## config.mk

```make
export PLATFORM = sky130hd
export DESIGN_NAME = m_divide
export DESIGN_NICKNAME = d
export VERILOG_FILES = /design/src/rtl/m_muldiv_defs.sv /design/src/rtl/m_adder.sv /design/src/rtl/m_divide.sv
export SDC_FILE = /design/constraint.sdc
export NUM_CORES = 1
export LEC_CHECK = 0
export CAP_MARGIN = 20
export CORE_UTILIZATION = 30
export DETAILED_ROUTE_END_ITERATION = 10
export PLACE_DENSITY = 0.58
export SYNTH_ARGS = -nofsm -noshare
export SYNTH_HDL_FRONTEND = slang
export SYNTH_SLANG_ARGS = --single-unit
```

## constraint.sdc

```tcl
create_clock -name clk -period 4.6 [get_ports clk]
set_input_delay 0.92 -clock clk [delete_from_list [all_inputs] [get_ports clk]]
set_output_delay 0.92 -clock clk [all_outputs]
set_load 0.1 [all_outputs]
```

## src/rtl/m_muldiv_defs.sv

```systemverilog
// Shared definitions for the multi-cycle mul/div unit.
//   divState_t   : divider FSM state encoding (2-bit)
//   DIV_ITER     : number of restoring-division iterations
//   DIV0_QUOT    : quotient returned for a divide by zero
//   INT_MIN      : most negative 32-bit value (signed-overflow dividend)
//   absVal()     : magnitude of an operand, negated only for signed negatives
package m_muldiv_defs;

  typedef enum logic [1:0] {
    DIV_IDLE = 2'd0,
    DIV_CALC = 2'd1,
    DIV_FIX  = 2'd2,
    DIV_DONE = 2'd3
  } divState_t;

  localparam int unsigned DIV_ITER  = 32;
  localparam logic [31:0] DIV0_QUOT = 32'hFFFF_FFFF;
  localparam logic [31:0] INT_MIN   = 32'h8000_0000;

  function automatic logic [31:0] absVal(input logic [31:0] x, input logic isSigned);
    return (isSigned && x[31]) ? (~x + 32'd1) : x;
  endfunction

endpackage

```

## src/rtl/m_adder.sv

```systemverilog
// Generic ripple adder shared by the mul/div datapaths.
//   i_operand1 : first addend (WIDTH bits)
//   i_operand2 : second addend (WIDTH bits)
//   i_cIn_1    : carry in
//   o_sum      : WIDTH-bit sum (carry out discarded; callers widen if needed)
module m_adder #(
  parameter int unsigned WIDTH = 32
) (
  input  logic [WIDTH-1:0] i_operand1,
  input  logic [WIDTH-1:0] i_operand2,
  input  logic             i_cIn_1,
  output logic [WIDTH-1:0] o_sum
);

  always_comb begin
    o_sum = i_operand1 + i_operand2 + {{(WIDTH-1){1'b0}}, i_cIn_1};
  end

endmodule

```

## src/rtl/m_divide.sv

```systemverilog
// Iterative radix-2 restoring divider, RISC-V M semantics (DIV/DIVU/REM/REMU).
//   clk, rst           : clock, synchronous active-high reset
//   i_divBegin_1       : start request, sampled only in IDLE
//   i_divOperand1_32   : dividend
//   i_divOperand2_32   : divisor
//   i_divSigned_1      : 1 = signed operation
//   o_quotient_32      : quotient, written in FIX, held until overwritten
//   o_remainder_32     : remainder, written with the quotient
//   o_divWorking_1     : high in every non-IDLE state
//   o_divEnd_1         : one-cycle pulse in DONE
module m_divide
  import m_muldiv_defs::*;
(
  input  logic        clk,
  input  logic        rst,
  input  logic        i_divBegin_1,
  input  logic [31:0] i_divOperand1_32,
  input  logic [31:0] i_divOperand2_32,
  input  logic        i_divSigned_1,
  output logic [31:0] o_quotient_32,
  output logic [31:0] o_remainder_32,
  output logic        o_divWorking_1,
  output logic        o_divEnd_1
);

  divState_t   state, stateNext;
  logic [4:0]  counter;
  logic [31:0] remReg;
  logic [31:0] quoReg;
  logic [31:0] divisorReg;
  logic        negQ, negR, specialCase;

  logic [31:0] magA, magB;
  logic        isDiv0, isOverflow, accept;
  logic [32:0] shifted, trialSum;
  logic        geFlag;

  assign accept     = (state == DIV_IDLE) && i_divBegin_1;
  assign magA       = absVal(i_divOperand1_32, i_divSigned_1);
  assign magB       = absVal(i_divOperand2_32, i_divSigned_1);
  assign isDiv0     = (i_divOperand2_32 == '0);
  assign isOverflow = i_divSigned_1 && (i_divOperand1_32 == INT_MIN) &&
                      (i_divOperand2_32 == '1);

  // The partial remainder is always below the divisor after a restore, so
  // only its low 32 bits are stored; the 33-bit value exists just after the shift.
  assign shifted = {remReg, quoReg[31]};

  m_adder #(.WIDTH(33)) trialAdder (
    .i_operand1 (shifted),
    .i_operand2 (~{1'b0, divisorReg}),
    .i_cIn_1    (1'b1),
    .o_sum      (trialSum)
  );

  assign geFlag = ~trialSum[32];

  always_ff @(posedge clk) begin
    if (rst) state <= DIV_IDLE;
    else     state <= stateNext;
  end

  always_comb begin
    stateNext = state;
    case (state)
      DIV_IDLE: if (i_divBegin_1) stateNext = (isDiv0 || isOverflow) ? DIV_FIX : DIV_CALC;
      DIV_CALC: if (counter == 5'(DIV_ITER - 1)) stateNext = DIV_FIX;
      DIV_FIX:  stateNext = DIV_DONE;
      DIV_DONE: stateNext = DIV_IDLE;
      default:  stateNext = DIV_IDLE;
    endcase
  end

  always_ff @(posedge clk) begin
    if (rst) begin
      counter        <= '0;
      remReg         <= '0;
      quoReg         <= '0;
      divisorReg     <= '0;
      negQ           <= 1'b0;
      negR           <= 1'b0;
      specialCase    <= 1'b0;
      o_quotient_32  <= '0;
      o_remainder_32 <= '0;
    end else begin
      if (accept) begin
        divisorReg <= magB;
        negQ       <= i_divSigned_1 & (i_divOperand1_32[31] ^ i_divOperand2_32[31]);
        negR       <= i_divSigned_1 & i_divOperand1_32[31];
        counter    <= '0;
        if (isDiv0) begin
          specialCase <= 1'b1;
          quoReg      <= DIV0_QUOT;
          remReg      <= i_divOperand1_32;
        end else if (isOverflow) begin
          specialCase <= 1'b1;
          quoReg      <= INT_MIN;
          remReg      <= '0;
        end else begin
          specialCase <= 1'b0;
          quoReg      <= magA;
          remReg      <= '0;
        end
      end else if (state == DIV_CALC) begin
        remReg  <= geFlag ? trialSum[31:0] : shifted[31:0];
        quoReg  <= {quoReg[30:0], geFlag};
        counter <= counter + 5'd1;
      end else if (state == DIV_FIX) begin
        if (specialCase) begin
          o_quotient_32  <= quoReg;
          o_remainder_32 <= remReg;
        end else begin
          o_quotient_32  <= negQ ? (~quoReg + 32'd1) : quoReg;
          o_remainder_32 <= negR ? (~remReg + 32'd1) : remReg;
        end
      end
    end
  end

  assign o_divWorking_1 = (state != DIV_IDLE);
  assign o_divEnd_1     = (state == DIV_DONE);

endmodule

```

# After elaboration in Yosys (flattened, before gate mapping)
# Index checks and enable logic that the tools add are counted.
# totals
reg_bits,170
input_bits,68
out_inout_bits,66
# op_classes
n_addsub,7
eq_ne,8
mux,20
bitwise_logic,11
reduce_logical,13
# ops
operator,n
$mux 32,14
$add 32x1->32 const B,4
$not 32->32,4
$eq 32x32->1 const B,2
$add 33x1->33 const B,1
$add 33x33->33,1
$not 32->33,1
$logic_not 32->1,1
$pmux 2 s4,1
$mux 2,3
$add 5x1->5 const B,1
$eq 5x5->1 const B,1
$logic_and 1x1->1,5
$eq 2x2->1 const B,2
$ne 2x2->1 const B,2
$reduce_bool 2->1,2
$not 1->1,3
$reduce_and 3->1,1
$and 1x1->1,2
$eq 2x1->1 const B,1
$logic_not 2->1,1
$mux 1,2
$reduce_and 2->1,1
$reduce_or 2->1,1
2 further kinds,2

# Logic depth before layout (Yosys ltp)
# Gate-level depths: netlist (run 1).
# depth
depth_word,7
depth_mapped,13
mapped_depth_nobuf,12

# By module
# From an unflattened synthesis (run 1), not the netlist that was laid out.
# hier_totals
hier_cells,1477
area_unflattened_um2,11756.3
# by_module_without_submodules
module,instances,cells_per_inst,area_each_um2
m_divide,1,1230,9973.3
m_adder,1,247,1783.0

# Worst setup path before layout (run 1)
# No wires, ideal clock.
# synth_timing
path_kind,input to register
from,input port i_divOperand1_32[8]
to,register quoReg[27]
arrival_ns,3.463
t_required_ns,4.463
slack_ns,1.000
cell_stages,10
n_path_buf,2
cell_sequence,or4_4 -> nor4_4 -> nand3_1 -> or3_4 -> or4_4 -> or4_1 -> buf_2 -> buf_2 -> a211oi_1 -> a211oi_1
# synth_via
elab_chain_cells,6
elab_cells_between_ends,9
cone_classes,add/sub (1); eq/ne (1); mux (4); bitwise (1); reduce/logical (2)
# synth_rtl
element,line,source
start: declaration,m_divide.sv:17,"input logic [31:0] i_divOperand1_32,"
$not 32->32 or $eq 32x32->1 (tied branches),"m_muldiv_defs.sv:21, m_divide.sv:42",
$add 32x1->32 or $logic_and 1x1->1 (tied branches),"m_muldiv_defs.sv:21, m_divide.sv:42",
$mux 32 or $logic_and 1x1->1 (tied branches),"m_muldiv_defs.sv:21, m_divide.sv:42",
$mux 32 (*),m_divide.sv:95,end else if (isOverflow) begin
$mux 32 (*),m_divide.sv:91,if (isDiv0) begin
$mux 32 (*),m_divide.sv:86,if (accept) begin
end signal: assignment,m_divide.sv:101,quoReg <= magA;
end signal: assignment,m_divide.sv:106,"quoReg <= {quoReg[30:0], geFlag};"
end: declaration,m_divide.sv:29,logic [31:0] quoReg;
# Mark *: on every way between the ends. The rest lies on a longest branch, timed or not.
# A chain may end at the register's enable or synchronous reset.

# Worst setup path after layout (run 1)
# layout_timing
from,input port i_divOperand1_32[3]
to,register state[1]
# layout_via
elab_chain_cells,7
# layout_rtl
element,line,source
$eq 32x32->1,m_divide.sv:42,assign isOverflow = i_divSigned_1 && (i_divOperand1_32 == INT_MIN) &&
$logic_and 1x1->1 (2 in series),m_divide.sv:42,
$logic_or 1x1->1,m_divide.sv:66,DIV_IDLE: if (i_divBegin_1) stateNext = (isDiv0 || isOverflow) ? DIV_FIX : DIV_CALC;
$mux 2 (2 in series),m_divide.sv:66,
$pmux 2 s4,m_divide.sv:65,case (state)
end signal: assignment,m_divide.sv:60,else state <= stateNext;
end: declaration,m_divide.sv:26,"divState_t state, stateNext;"
# No other way between the ends. The select of a mux whose other input is x is not followed.

==> impl_metrics.xml, run 1 <==
<?xml version="1.0" encoding="UTF-8"?>
<metrics>
  <group name="yosys">
    <metric name="syn_area" unit="sq um">11300</metric>
    <metric name="yosys_register_bits" unit="">170</metric>
    <metric name="seq_area_frac_synth" unit="%">30.0</metric>
    <metric name="synth-warning-count" unit="">0</metric>
    <metric name="async_set_or_reset_register_ratio_after_synthesis" unit="%">0</metric>
    <metric name="synth_area_per_cell" unit="sq um">7.83</metric>
    <metric name="synthFlopType" unit="">dfxtp_1</metric>
    <metric name="synthesis.instances" unit="">1447</metric>
    <metric name="synth_edf_count" unit="">0</metric>
    <metric name="synth_nets" unit="">1560</metric>
    <metric name="yosys_cell_types" unit="">64</metric>
  </group>
  <group name="drt">
    <metric name="routed-via-count" unit="">10900</metric>
    <metric name="drt-pass1-iter-count" unit="">5</metric>
    <metric name="drcViolationCount" unit="">0</metric>
    <metric name="routedWlPerCell" unit="um">18.4</metric>
    <metric name="detail_route.iter0.violations" unit="">757</metric>
    <metric name="drt-vias-per-instance" unit="">5.31</metric>
    <metric name="ant_nets" unit="">0</metric>
    <metric name="drt-total-wl" unit="mm">37.9</metric>
  </group>
  <group name="setup_path">
    <metric name="path_buf_inv" unit="">1</metric>
    <metric name="criticalPathCategory" unit="">input pin to flop</metric>
    <metric name="r2r-end" unit="">remReg[11]</metric>
    <metric name="r2r_slack" unit="ns">1.19</metric>
    <metric name="path_cells" unit="">clkdlybuf4s50_1, or4_4, nor3_2, nand3_1, or3_4, or4_4, or4_1, and3b_4, o41ai_2</metric>
    <metric name="timing.critical_path.mode_cell" unit="">or4_4</metric>
    <metric name="worst_ep_required_time" unit="ns">4.94</metric>
    <metric name="setup.worst_path.start_class" unit="">input pin</metric>
    <metric name="critical_path.reg2reg.startpoint" unit="">quoReg[31]</metric>
    <metric name="worstSetupEndpointType" unit="">flop</metric>
    <metric name="cp_max_fo" unit="">6</metric>
    <metric name="timing.critical_path.depth" unit="">9</metric>
    <metric name="cp_slowest_cell" unit="">or4_1</metric>
    <metric name="critPathMaxStageDelay" unit="ns">0.61</metric>
    <metric name="timing.critical_path.to" unit="">state[1]</metric>
    <metric name="cp_top_family" unit="">simple AND/OR/NAND/NOR gates</metric>
    <metric name="worstRegToRegCells" unit="">14</metric>
    <metric name="cp-startpoint" unit="">i_divOperand1_32[3]</metric>
    <metric name="timing.critical_path.arrival" unit="ns">4.33</metric>
  </group>
  <group name="worst_hold_path">
    <metric name="hold_path.class" unit="">flop to flop</metric>
    <metric name="hold_depth" unit="">2</metric>
  </group>
  <group name="timing">
    <metric name="setup_total_negative_slack" unit="ns">0</metric>
    <metric name="slew_headroom" unit="%">32.7</metric>
    <metric name="fmax" unit="MHz">251</metric>
    <metric name="finalMaxSlewViolations" unit="">0</metric>
    <metric name="timing.final.crit_share" unit="%">86.7</metric>
    <metric name="min_period" unit="ns">3.99</metric>
    <metric name="setup_repair_after_global_routing_missed_its_margin" unit="">false</metric>
    <metric name="finClkSkew" unit="ns">0.0147</metric>
    <metric name="transition_time_of_the_tightest_slew_check_pin" unit="ns">1.01</metric>
    <metric name="setup_violation_total_in_the_final_timing_report" unit="">0</metric>
    <metric name="hold_viol_final" unit="">0</metric>
  </group>
  <group name="grt">
    <metric name="grt_start_max_net_pins" unit="">78</metric>
    <metric name="number_of_global_route_vias_before_repair" unit="">9982</metric>
    <metric name="number_of_antenna_violations_at_the_first_check_in_global_routing" unit="">1</metric>
    <metric name="grt.total_usage" unit="%">19.5</metric>
    <metric name="grt_overflow_total" unit="">0</metric>
    <metric name="grt_pass1_wl" unit="mm">58.7</metric>
  </group>
  <group name="placement">
    <metric name="buffer_ports.inserted" unit="">133</metric>
    <metric name="routabilityCongestion" unit="">0.935</metric>
    <metric name="dp.final_hpwl" unit="mm">29.0</metric>
    <metric name="placed_area" unit="sq um">13300</metric>
  </group>
  <group name="final_layout">
    <metric name="flow.area_growth_from_synthesis" unit="%">22.2</metric>
    <metric name="num_antenna_cells" unit="">0</metric>
    <metric name="most_common_library_cell_in_the_layout_ignoring_fill_and_taps" unit="">nor2_1</metric>
    <metric name="drive_gt1_share" unit="%">5.78</metric>
    <metric name="n_fill_cell" unit="">3923</metric>
    <metric name="finish.instance_area" unit="sq um">13800</metric>
    <metric name="num-nets-final" unit="">1657</metric>
    <metric name="commonest_cells_after_routing_fill_and_taps_aside" unit="">188 x nor2_1, 170 x dfxtp_1, 132 x clkdlybuf4s50_1</metric>
  </group>
  <group name="clocking">
    <metric name="cts.repair_timing.setup_buffer_count" unit="">0</metric>
    <metric name="ctsHtreeMaxLevel" unit="">4</metric>
    <metric name="clock_insertion_delay_worst_skew" unit="ns">0.44</metric>
    <metric name="clock_slew_at_the_register_clock_pins_of_the_worst_setup_and_hold_paths" unit="ns">0.08</metric>
    <metric name="cts.sinks" unit="">170</metric>
    <metric name="postCtsHoldBufs" unit="">0</metric>
    <metric name="cts_resized" unit="">0</metric>
    <metric name="cts_buffer_depth" unit="">2</metric>
    <metric name="tritoncts" unit="">done</metric>
    <metric name="clockRootBuffer" unit="">clkbuf_16</metric>
    <metric name="numCtsBuffers" unit="">17</metric>
  </group>
  <group name="power">
    <metric name="max-vdd-ir-drop" unit="uV">775</metric>
    <metric name="combinational_group_share_of_total_power" unit="%">66.0</metric>
    <metric name="total_power" unit="uW">11800</metric>
    <metric name="sequential_power_share" unit="%">21.7</metric>
    <metric name="cell_internal_pwr" unit="uW">5440</metric>
    <metric name="power_switching" unit="uW">6380</metric>
    <metric name="leak_pwr" unit="uW">0.00504</metric>
    <metric name="power_switching_share" unit="%">54.0</metric>
    <metric name="portion_of_total_power_attributed_to_the_clock_network" unit="%">12.3</metric>
    <metric name="power-per-cell-area" unit="nW/um^2">854</metric>
  </group>
  <group name="run_status">
    <metric name="outcome" unit="">complete, no violations</metric>
  </group>
  <group name="die">
    <metric name="die_footprint" unit="sq um">38600</metric>
    <metric name="floorplan.initialDensity" unit="%">30.7</metric>
    <metric name="placeableCoreArea" unit="sq um">36900</metric>
    <metric name="ioPinCount" unit="">134</metric>
    <metric name="row_count" unit="">70</metric>
    <metric name="fp.dieH" unit="um">196</metric>
    <metric name="die_w" unit="um">196</metric>
  </group>
  <group name="run">
    <metric name="cap_viol_max_count" unit="">0</metric>
  </group>
</metrics>
flip-flops by register name (all words and copies together), names as in the netlist, 2 cells and up:
register	cells
divisorReg	32
counter	5
remReg	32
o_remainder_32	32
quoReg	32
state	2
o_quotient_32	32
worst min-delay path: cells and delay by family, from the launching register on:
family	cells	cell delay (ns)
and+or+nand+nor	1	0.06
DFF	1	0.31
AOI/OAI and AO/OA	1	0.05
stage by stage:
stage                     util (%)  cells  hold WS, ns  setup slack, ns
after floorplan                  -   1447        0.432             1.00
after global placement        36.0   2028        0.445            0.235
after detailed placement      36.0   2029        0.452            0.200
after CTS                     37.5   2060        0.464            0.644
after global routing          37.5   2060        0.492            0.519
final                         37.5   2060        0.466            0.612
layout make-up:
type,count,area [sq um],share of cell area (%)
clock buffer,17,425,3.07
clock inverter,14,149,1.08
tap,504,631,4.55
multi-input combinational,1129,7390,53.4
inverter,56,210,1.52
timing repair buffer,170,1630,11.8
sequential,170,3400,24.6
power by group through the flow:
| stage | registers (uW) | logic, uW | clock network, uW |
|---|---|---|---|
| after global placement | 2580 | 7700 | 0 |
| after CTS | 2550 | 7750 | 1480 |
| after floorplan | 3450 | 4710 | 0 |
| final | 2570 | 7800 | 1450 |
| after global routing | 2640 | 8480 | 1540 |
| after detailed placement | 2590 | 7710 | 0 |
cells in the mapped netlist, drive strengths merged, types with 24 or more instances:
master  instances  area share (%)
a211oi         76             5.0
a21oi         119             5.3
clkbuf         80             2.6
dfxtp         170              30
ha             44             4.9
inv            56             1.9
mux2i          63             5.6
nand2         104             3.4
nor2          188             6.2
nor3           29             1.4
o21ai          80             3.5
or3            24             1.4
xnor2          60             4.6
xor2           81             6.3
per-layer routing:
layer / vias to the layer above / wire, um / global-route usage, %
met3: 29 / 2120 / 2.55
li1: 5439 / - / -
met5: - / 0 / 0
met4: 0 / 618 / 4.63
met2: 352 / 16300 / 28.8
met1: 5118 / 18900 / 29.4
cells by family after synthesis:
family / after synthesis / share of synthesized area [%]
AND/OR/NAND/NOR: 457 / 19.1
AO/OA/AOI/OAI: 423 / 24.4
flip-flops: 170 / 30.0
buffers and inverters: 148 / 4.96
XOR/XNOR: 141 / 10.9
multiplexers: 63 / 5.56
adder cells (fa/ha/maj): 45 / 5.03
worst min path at each step:
stage | start | end | slack [ns]
after floorplan | divisorReg[31] | divisorReg[31] | 0.43
after global placement | divisorReg[31] | divisorReg[31] | 0.44
after detailed placement | divisorReg[31] | divisorReg[31] | 0.45
after CTS | divisorReg[31] | divisorReg[31] | 0.46
after global routing | divisorReg[0] | divisorReg[0] | 0.49
final | divisorReg[31] | divisorReg[31] | 0.47
No activity file was read; power rests on OpenSTA's default activity.
==> run 2, diff against run 1 <==
- RECOVER_POWER: unset -> 100
==> impl_metrics.xml, run 2 (synthesis results as in run 1) <==
<?xml version="1.0" encoding="UTF-8"?>
<metrics>
  <group name="clocking">
    <metric name="clockRootBuffer" unit="">clkbuf_16</metric>
    <metric name="numCtsBuffers" unit="">17</metric>
    <metric name="tritoncts" unit="">done</metric>
    <metric name="cts.sinks" unit="">170</metric>
    <metric name="cts_buffer_depth" unit="">2</metric>
    <metric name="cts.repair_timing.setup_buffer_count" unit="">0</metric>
    <metric name="cts_resized" unit="">0</metric>
    <metric name="postCtsHoldBufs" unit="">0</metric>
    <metric name="clock_slew_at_the_register_clock_pins_of_the_worst_setup_and_hold_paths" unit="ns">0.08</metric>
    <metric name="clock_insertion_delay_worst_skew" unit="ns">0.44</metric>
    <metric name="ctsHtreeMaxLevel" unit="">4</metric>
  </group>
  <group name="setup_path">
    <metric name="cp_max_fo" unit="">10</metric>
    <metric name="cp-startpoint" unit="">i_divOperand1_32[3]</metric>
    <metric name="criticalPathCategory" unit="">input pin to flop</metric>
    <metric name="setup.worst_path.start_class" unit="">input pin</metric>
    <metric name="path_cells" unit="">dlygate4sd3_1, or4_4, nor3_2, nand3_1, or3_4, or4_4, or4_1, clkbuf_1, nand2_1, a21o_1, a21oi_1</metric>
    <metric name="cp_top_family" unit="">simple AND/OR/NAND/NOR gates</metric>
    <metric name="worstSetupEndpointType" unit="">flop</metric>
    <metric name="cp_slowest_cell" unit="">dlygate4sd3_1</metric>
    <metric name="timing.critical_path.mode_cell" unit="">or4_4</metric>
    <metric name="timing.critical_path.arrival" unit="ns">4.48</metric>
    <metric name="worst_ep_required_time" unit="ns">4.86</metric>
    <metric name="path_buf_inv" unit="">2</metric>
    <metric name="critical_path.reg2reg.startpoint" unit="">quoReg[31]</metric>
    <metric name="critPathMaxStageDelay" unit="ns">0.64</metric>
  </group>
  <group name="drt">
    <metric name="drt-pass1-iter-count" unit="">6</metric>
    <metric name="routedWlPerCell" unit="um">18.4</metric>
    <metric name="drt-vias-per-instance" unit="">5.31</metric>
    <metric name="routed-via-count" unit="">10900</metric>
    <metric name="drcViolationCount" unit="">0</metric>
    <metric name="drt-total-wl" unit="mm">38.0</metric>
    <metric name="detail_route.iter0.violations" unit="">781</metric>
    <metric name="ant_nets" unit="">0</metric>
  </group>
  <group name="die">
    <metric name="die_w" unit="um">196</metric>
    <metric name="floorplan.initialDensity" unit="%">30.7</metric>
    <metric name="die_footprint" unit="sq um">38600</metric>
    <metric name="fp.dieH" unit="um">196</metric>
    <metric name="placeableCoreArea" unit="sq um">36900</metric>
    <metric name="ioPinCount" unit="">134</metric>
    <metric name="row_count" unit="">70</metric>
  </group>
  <group name="final_layout">
    <metric name="most_common_library_cell_in_the_layout_ignoring_fill_and_taps" unit="">nor2_1</metric>
    <metric name="area.sequential" unit="sq um">3400</metric>
    <metric name="drive_gt1_share" unit="%">5.33</metric>
    <metric name="final_util" unit="%">37.5</metric>
    <metric name="fin_cells" unit="">2060</metric>
    <metric name="num-nets-final" unit="">1657</metric>
    <metric name="flow.area_growth_from_synthesis" unit="%">21.9</metric>
    <metric name="multi_input_area" unit="sq um">7390</metric>
    <metric name="n_fill_cell" unit="">3927</metric>
    <metric name="commonest_cells_after_routing_fill_and_taps_aside" unit="">188 x nor2_1, 170 x dfxtp_1, 119 x a21oi_1</metric>
    <metric name="num_antenna_cells" unit="">0</metric>
  </group>
  <group name="placement">
    <metric name="dp_cells" unit="">2029</metric>
    <metric name="routabilityCongestion" unit="">0.935</metric>
    <metric name="buffer_ports.inserted" unit="">133</metric>
    <metric name="dp.final_hpwl" unit="mm">29.0</metric>
    <metric name="dp_slack" unit="ns">0.200</metric>
  </group>
  <group name="worst_hold_path">
    <metric name="min_from" unit="">divisorReg[31]</metric>
    <metric name="hold_path.class" unit="">flop to flop</metric>
  </group>
  <group name="run_status">
    <metric name="outcome" unit="">finished with violations</metric>
    <metric name="failed_checks" unit="">max-capacitance violations, max-slew violations</metric>
  </group>
  <group name="run">
    <metric name="cap_viol_max_count" unit="">3</metric>
  </group>
  <group name="grt">
    <metric name="grt_start_max_net_pins" unit="">78</metric>
    <metric name="grt_overflow_total" unit="">0</metric>
    <metric name="number_of_antenna_violations_at_the_first_check_in_global_routing" unit="">1</metric>
    <metric name="number_of_global_route_vias_before_repair" unit="">9982</metric>
    <metric name="grt.total_usage" unit="%">19.5</metric>
    <metric name="grt_pass1_wl" unit="mm">58.7</metric>
  </group>
  <group name="timing">
    <metric name="setup_repair_after_global_routing_missed_its_margin" unit="">false</metric>
    <metric name="slew_headroom" unit="%">-73.1</metric>
    <metric name="setup_violation_total_in_the_final_timing_report" unit="">0</metric>
    <metric name="worst_hold_slack" unit="ns">0.466</metric>
    <metric name="min_period" unit="ns">4.22</metric>
    <metric name="hold_viol_final" unit="">0</metric>
    <metric name="fmax" unit="MHz">237</metric>
    <metric name="finClkSkew" unit="ns">0.0144</metric>
    <metric name="timing.final.crit_share" unit="%">91.7</metric>
    <metric name="transition_time_of_the_tightest_slew_check_pin" unit="ns">2.60</metric>
    <metric name="final_critical_path_setup_slack" unit="ns">0.381</metric>
    <metric name="finalMaxSlewViolations" unit="">180</metric>
    <metric name="setup_total_negative_slack" unit="ns">0</metric>
  </group>
  <group name="power">
    <metric name="leak_pwr" unit="uW">0.00524</metric>
    <metric name="max-vdd-ir-drop" unit="uV">786</metric>
    <metric name="power-per-cell-area" unit="nW/um^2">851</metric>
  </group>
</metrics>
[run 2: cell count changes in the layout (fill, tap and decap cells not counted)]
cell and delta:
nand2_1 +1, and2_1 -1, and2_2 -1, clkbuf_2 +2
nor3_1 +1, nor3_2 -1, and2_0 +2, dlygate4sd3_1 +70
buf_4 -6, clkbuf_1 +4, clkdlybuf4s50_1 -70, nand2_2 -1
[run 2: path summary, 6_finish.rpt]
kind	to	slack [ns]	cells after the start
max reg2reg	remReg[11]	1.18	14
min	divisorReg[31]	0.47	2
max	quoReg[7]	0.38	11
min reg2reg	divisorReg[31]	0.47	2
[run 2: layout make-up]
cell class,count,area share [%]
inverters,56,1.52
repair buffers,170,11.7
multi-input cells,1129,53.5
well taps,504,4.56
clock buffers,17,3.08
clock inverters,14,1.08
flip-flops and latches,170,24.6
[run 2: per-stage QoR]
stage / power (uW) / cell area, sq um
floorplan: 8160 / 11300
global placement: 10300 / 13300
detailed placement: 10300 / 13300
CTS: 11800 / 13800
global route: 12600 / 13800
finish: 11800 / 13800
[run 2: worst register-to-register path: stages (launching register included)]
cell	delay [ns]
dfxtp_1	0.43
inv_1	0.07
ha_1	0.23
fa_1	0.38
nand2b_1	0.20
a21oi_1	0.24
o21ai_0	0.16
o21ai_0	0.21
buf_4	0.17
a31oi_1	0.11
xnor2_2	0.19
buf_12	0.28
mux2i_1	0.33
a21oi_1	0.12
a21o_1	0.20
[run 2: per-layer routing]
metal,track usage (%),up-vias,wire [um]
met5,0,-,0
met4,4.63,0,609
met3,2.55,25,1760
met2,28.8,285,16300
met1,29.4,5180,19300
li1,-,5447,-
[run 2: power by group]
group	switching (uW)	total [uW]	internal, uW
clock network	721	1450	724
logic	5040	7740	2710
registers	609	2560	1950
total	6370	11800	5380
==> run 3, diff against run 2 <==
==> constraint.sdc (replaced) <==
create_clock -name clk -period 4.6 [get_ports clk]
set_input_delay 0.46 -clock clk [delete_from_list [all_inputs] [get_ports clk]]
set_output_delay 0.46 -clock clk [all_outputs]
set_load 0.1 [all_outputs]
==> impl_metrics.xml, run 3 (synthesis results as in run 1) <==
<?xml version="1.0" encoding="UTF-8"?>
<metrics>
  <group name="power">
    <metric name="portion_of_total_power_attributed_to_the_clock_network" unit="%">12.4</metric>
    <metric name="max-vdd-ir-drop" unit="uV">439</metric>
    <metric name="power_switching" unit="uW">6340</metric>
    <metric name="cell_internal_pwr" unit="uW">5390</metric>
    <metric name="power-per-cell-area" unit="nW/um^2">857</metric>
    <metric name="sequential_power_share" unit="%">22.0</metric>
    <metric name="leak_pwr" unit="uW">0.00517</metric>
    <metric name="combinational_group_share_of_total_power" unit="%">65.6</metric>
    <metric name="power_switching_share" unit="%">54.0</metric>
  </group>
  <group name="setup_path">
    <metric name="critical_path.reg2reg.startpoint" unit="">state[0]</metric>
    <metric name="setup.worst_path.start_class" unit="">flop</metric>
    <metric name="cp-startpoint" unit="">state[0]</metric>
    <metric name="worstRegToRegCells" unit="">8</metric>
    <metric name="cp_max_fo" unit="">33</metric>
    <metric name="r2r-end" unit="">quoReg[31]</metric>
    <metric name="timing.critical_path.to" unit="">quoReg[31]</metric>
    <metric name="criticalPathCategory" unit="">flop to flop</metric>
    <metric name="timing.critical_path.arrival" unit="ns">4.25</metric>
    <metric name="r2r_slack" unit="ns">0.69</metric>
    <metric name="worstSetupEndpointType" unit="">flop</metric>
    <metric name="worst_ep_required_time" unit="ns">4.93</metric>
  </group>
  <group name="final_layout">
    <metric name="commonest_cells_after_routing_fill_and_taps_aside" unit="">188 x nor2_1, 170 x dfxtp_1, 119 x a21oi_1</metric>
    <metric name="flow.area_growth_from_synthesis" unit="%">20.8</metric>
    <metric name="drive_gt1_share" unit="%">4.53</metric>
    <metric name="n_fill_cell" unit="">3852</metric>
    <metric name="num_antenna_cells" unit="">0</metric>
    <metric name="num-nets-final" unit="">1645</metric>
    <metric name="most_common_library_cell_in_the_layout_ignoring_fill_and_taps" unit="">nor2_1</metric>
    <metric name="multi_input_area" unit="sq um">7360</metric>
    <metric name="area.sequential" unit="sq um">3400</metric>
  </group>
  <group name="drt">
    <metric name="routedWlPerCell" unit="um">18.1</metric>
    <metric name="drcViolationCount" unit="">0</metric>
    <metric name="ant_nets" unit="">0</metric>
    <metric name="routed-via-count" unit="">10800</metric>
    <metric name="drt-pass1-iter-count" unit="">5</metric>
    <metric name="drt-vias-per-instance" unit="">5.28</metric>
    <metric name="detail_route.iter0.violations" unit="">672</metric>
    <metric name="drt-total-wl" unit="mm">37.1</metric>
  </group>
  <group name="timing">
    <metric name="setup_violation_total_in_the_final_timing_report" unit="">0</metric>
    <metric name="finClkSkew" unit="ns">0.0193</metric>
    <metric name="transition_time_of_the_tightest_slew_check_pin" unit="ns">2.80</metric>
    <metric name="fmax" unit="MHz">256</metric>
    <metric name="setup_repair_after_global_routing_missed_its_margin" unit="">false</metric>
    <metric name="setup_total_negative_slack" unit="ns">0</metric>
    <metric name="slew_headroom" unit="%">-86.9</metric>
    <metric name="timing.final.crit_share" unit="%">85.1</metric>
    <metric name="min_period" unit="ns">3.91</metric>
    <metric name="finalMaxSlewViolations" unit="">177</metric>
    <metric name="worst_hold_slack" unit="ns">0.465</metric>
    <metric name="hold_viol_final" unit="">0</metric>
  </group>
  <group name="clocking">
    <metric name="cts_buffer_depth" unit="">2</metric>
    <metric name="clock_insertion_delay_worst_skew" unit="ns">0.45</metric>
    <metric name="cts.repair_timing.setup_buffer_count" unit="">0</metric>
    <metric name="postCtsHoldBufs" unit="">0</metric>
    <metric name="clock_slew_at_the_register_clock_pins_of_the_worst_setup_and_hold_paths" unit="ns">0.07</metric>
    <metric name="tritoncts" unit="">done</metric>
    <metric name="cts_resized" unit="">0</metric>
    <metric name="numCtsBuffers" unit="">17</metric>
    <metric name="cts.sinks" unit="">170</metric>
    <metric name="ctsHtreeMaxLevel" unit="">4</metric>
    <metric name="clockRootBuffer" unit="">clkbuf_16</metric>
  </group>
  <group name="die">
    <metric name="ioPinCount" unit="">134</metric>
    <metric name="die_w" unit="um">196</metric>
    <metric name="placeableCoreArea" unit="sq um">36900</metric>
    <metric name="floorplan.initialDensity" unit="%">30.7</metric>
    <metric name="row_count" unit="">70</metric>
    <metric name="fp.dieH" unit="um">196</metric>
    <metric name="die_footprint" unit="sq um">38600</metric>
  </group>
  <group name="worst_hold_path">
    <metric name="hold_path.class" unit="">flop to flop</metric>
  </group>
  <group name="run_status">
    <metric name="outcome" unit="">finished with violations</metric>
    <metric name="failed_checks" unit="">max-capacitance violations, max-slew violations</metric>
  </group>
  <group name="grt">
    <metric name="grt_overflow_total" unit="">0</metric>
    <metric name="number_of_antenna_violations_at_the_first_check_in_global_routing" unit="">1</metric>
    <metric name="grt_pass1_wl" unit="mm">58.0</metric>
    <metric name="grt.total_usage" unit="%">19.1</metric>
    <metric name="grt_start_max_net_pins" unit="">75</metric>
    <metric name="number_of_global_route_vias_before_repair" unit="">9878</metric>
  </group>
  <group name="placement">
    <metric name="routabilityCongestion" unit="">0.969</metric>
    <metric name="dp.final_hpwl" unit="mm">28.6</metric>
    <metric name="buffer_ports.inserted" unit="">133</metric>
  </group>
  <group name="run">
    <metric name="cap_viol_max_count" unit="">3</metric>
  </group>
</metrics>
run 3: per-stage QoR:
stage	instances	instance area, sq um	total power [uW]	worst slack (ns)	util (%)
4_1_cts	2048	13700	11700	1.01	37.3
3_5_place_dp	2016	13200	10200	0.583	35.7
3_3_place_gp	2016	13200	10200	0.685	35.7
2_1_floorplan	1447	11300	8160	1.27	-
5_1_grt	2049	13700	12500	0.296	37.1
6_report	2049	13700	11700	0.687	37.1
run 3: worst max-delay path, stage by stage, from the launching register on:
cell,delay [ns]
dfxtp_1,0.38
inv_1,0.11
ha_1,0.24
nand2_1,0.77
clkbuf_1,1.29
nor2_1,0.11
clkbuf_2,0.39
and2_0,0.27
a221oi_1,0.23
run 3: worst min path at each step:
| stage | start | endpoint | slack, ns | depth (start not counted) |
|---|---|---|---|---|
| global placement | divisorReg[31] | divisorReg[31] | 0.45 | 2 |
| finish | negQ | negQ | 0.46 | 2 |
| global route | negQ | negQ | 0.49 | 2 |
| CTS | rst | o_remainder_32[22] | 0.47 | 2 |
| floorplan | divisorReg[31] | divisorReg[31] | 0.43 | 2 |
| detailed placement | divisorReg[31] | divisorReg[31] | 0.46 | 2 |
run 3: power groups by stage:
stage / Sequential (uW) / Combinational [uW] / Clock, uW
after floorplan: 3450 / 4710 / 0
after global placement: 2590 / 7630 / 0
after detailed placement: 2600 / 7650 / 0
after CTS: 2570 / 7680 / 1480
after global routing: 2650 / 8360 / 1540
final: 2580 / 7700 / 1450
run 3: final cells by class:
type	count	share of cell area, %
inverters	56	1.53
clock buffers	17	3.11
repair buffers	158	11.0
multi-input cells	1129	53.7
clock inverters	15	1.13
flip-flops and latches	170	24.9
well taps	504	4.60
run 3: routing by layer:
metal	wire length (um)	GRT usage (%)
met1	18600	28.3
met2	15600	28.3
met3	2000	2.24
met4	944	6.54
met5	0	0
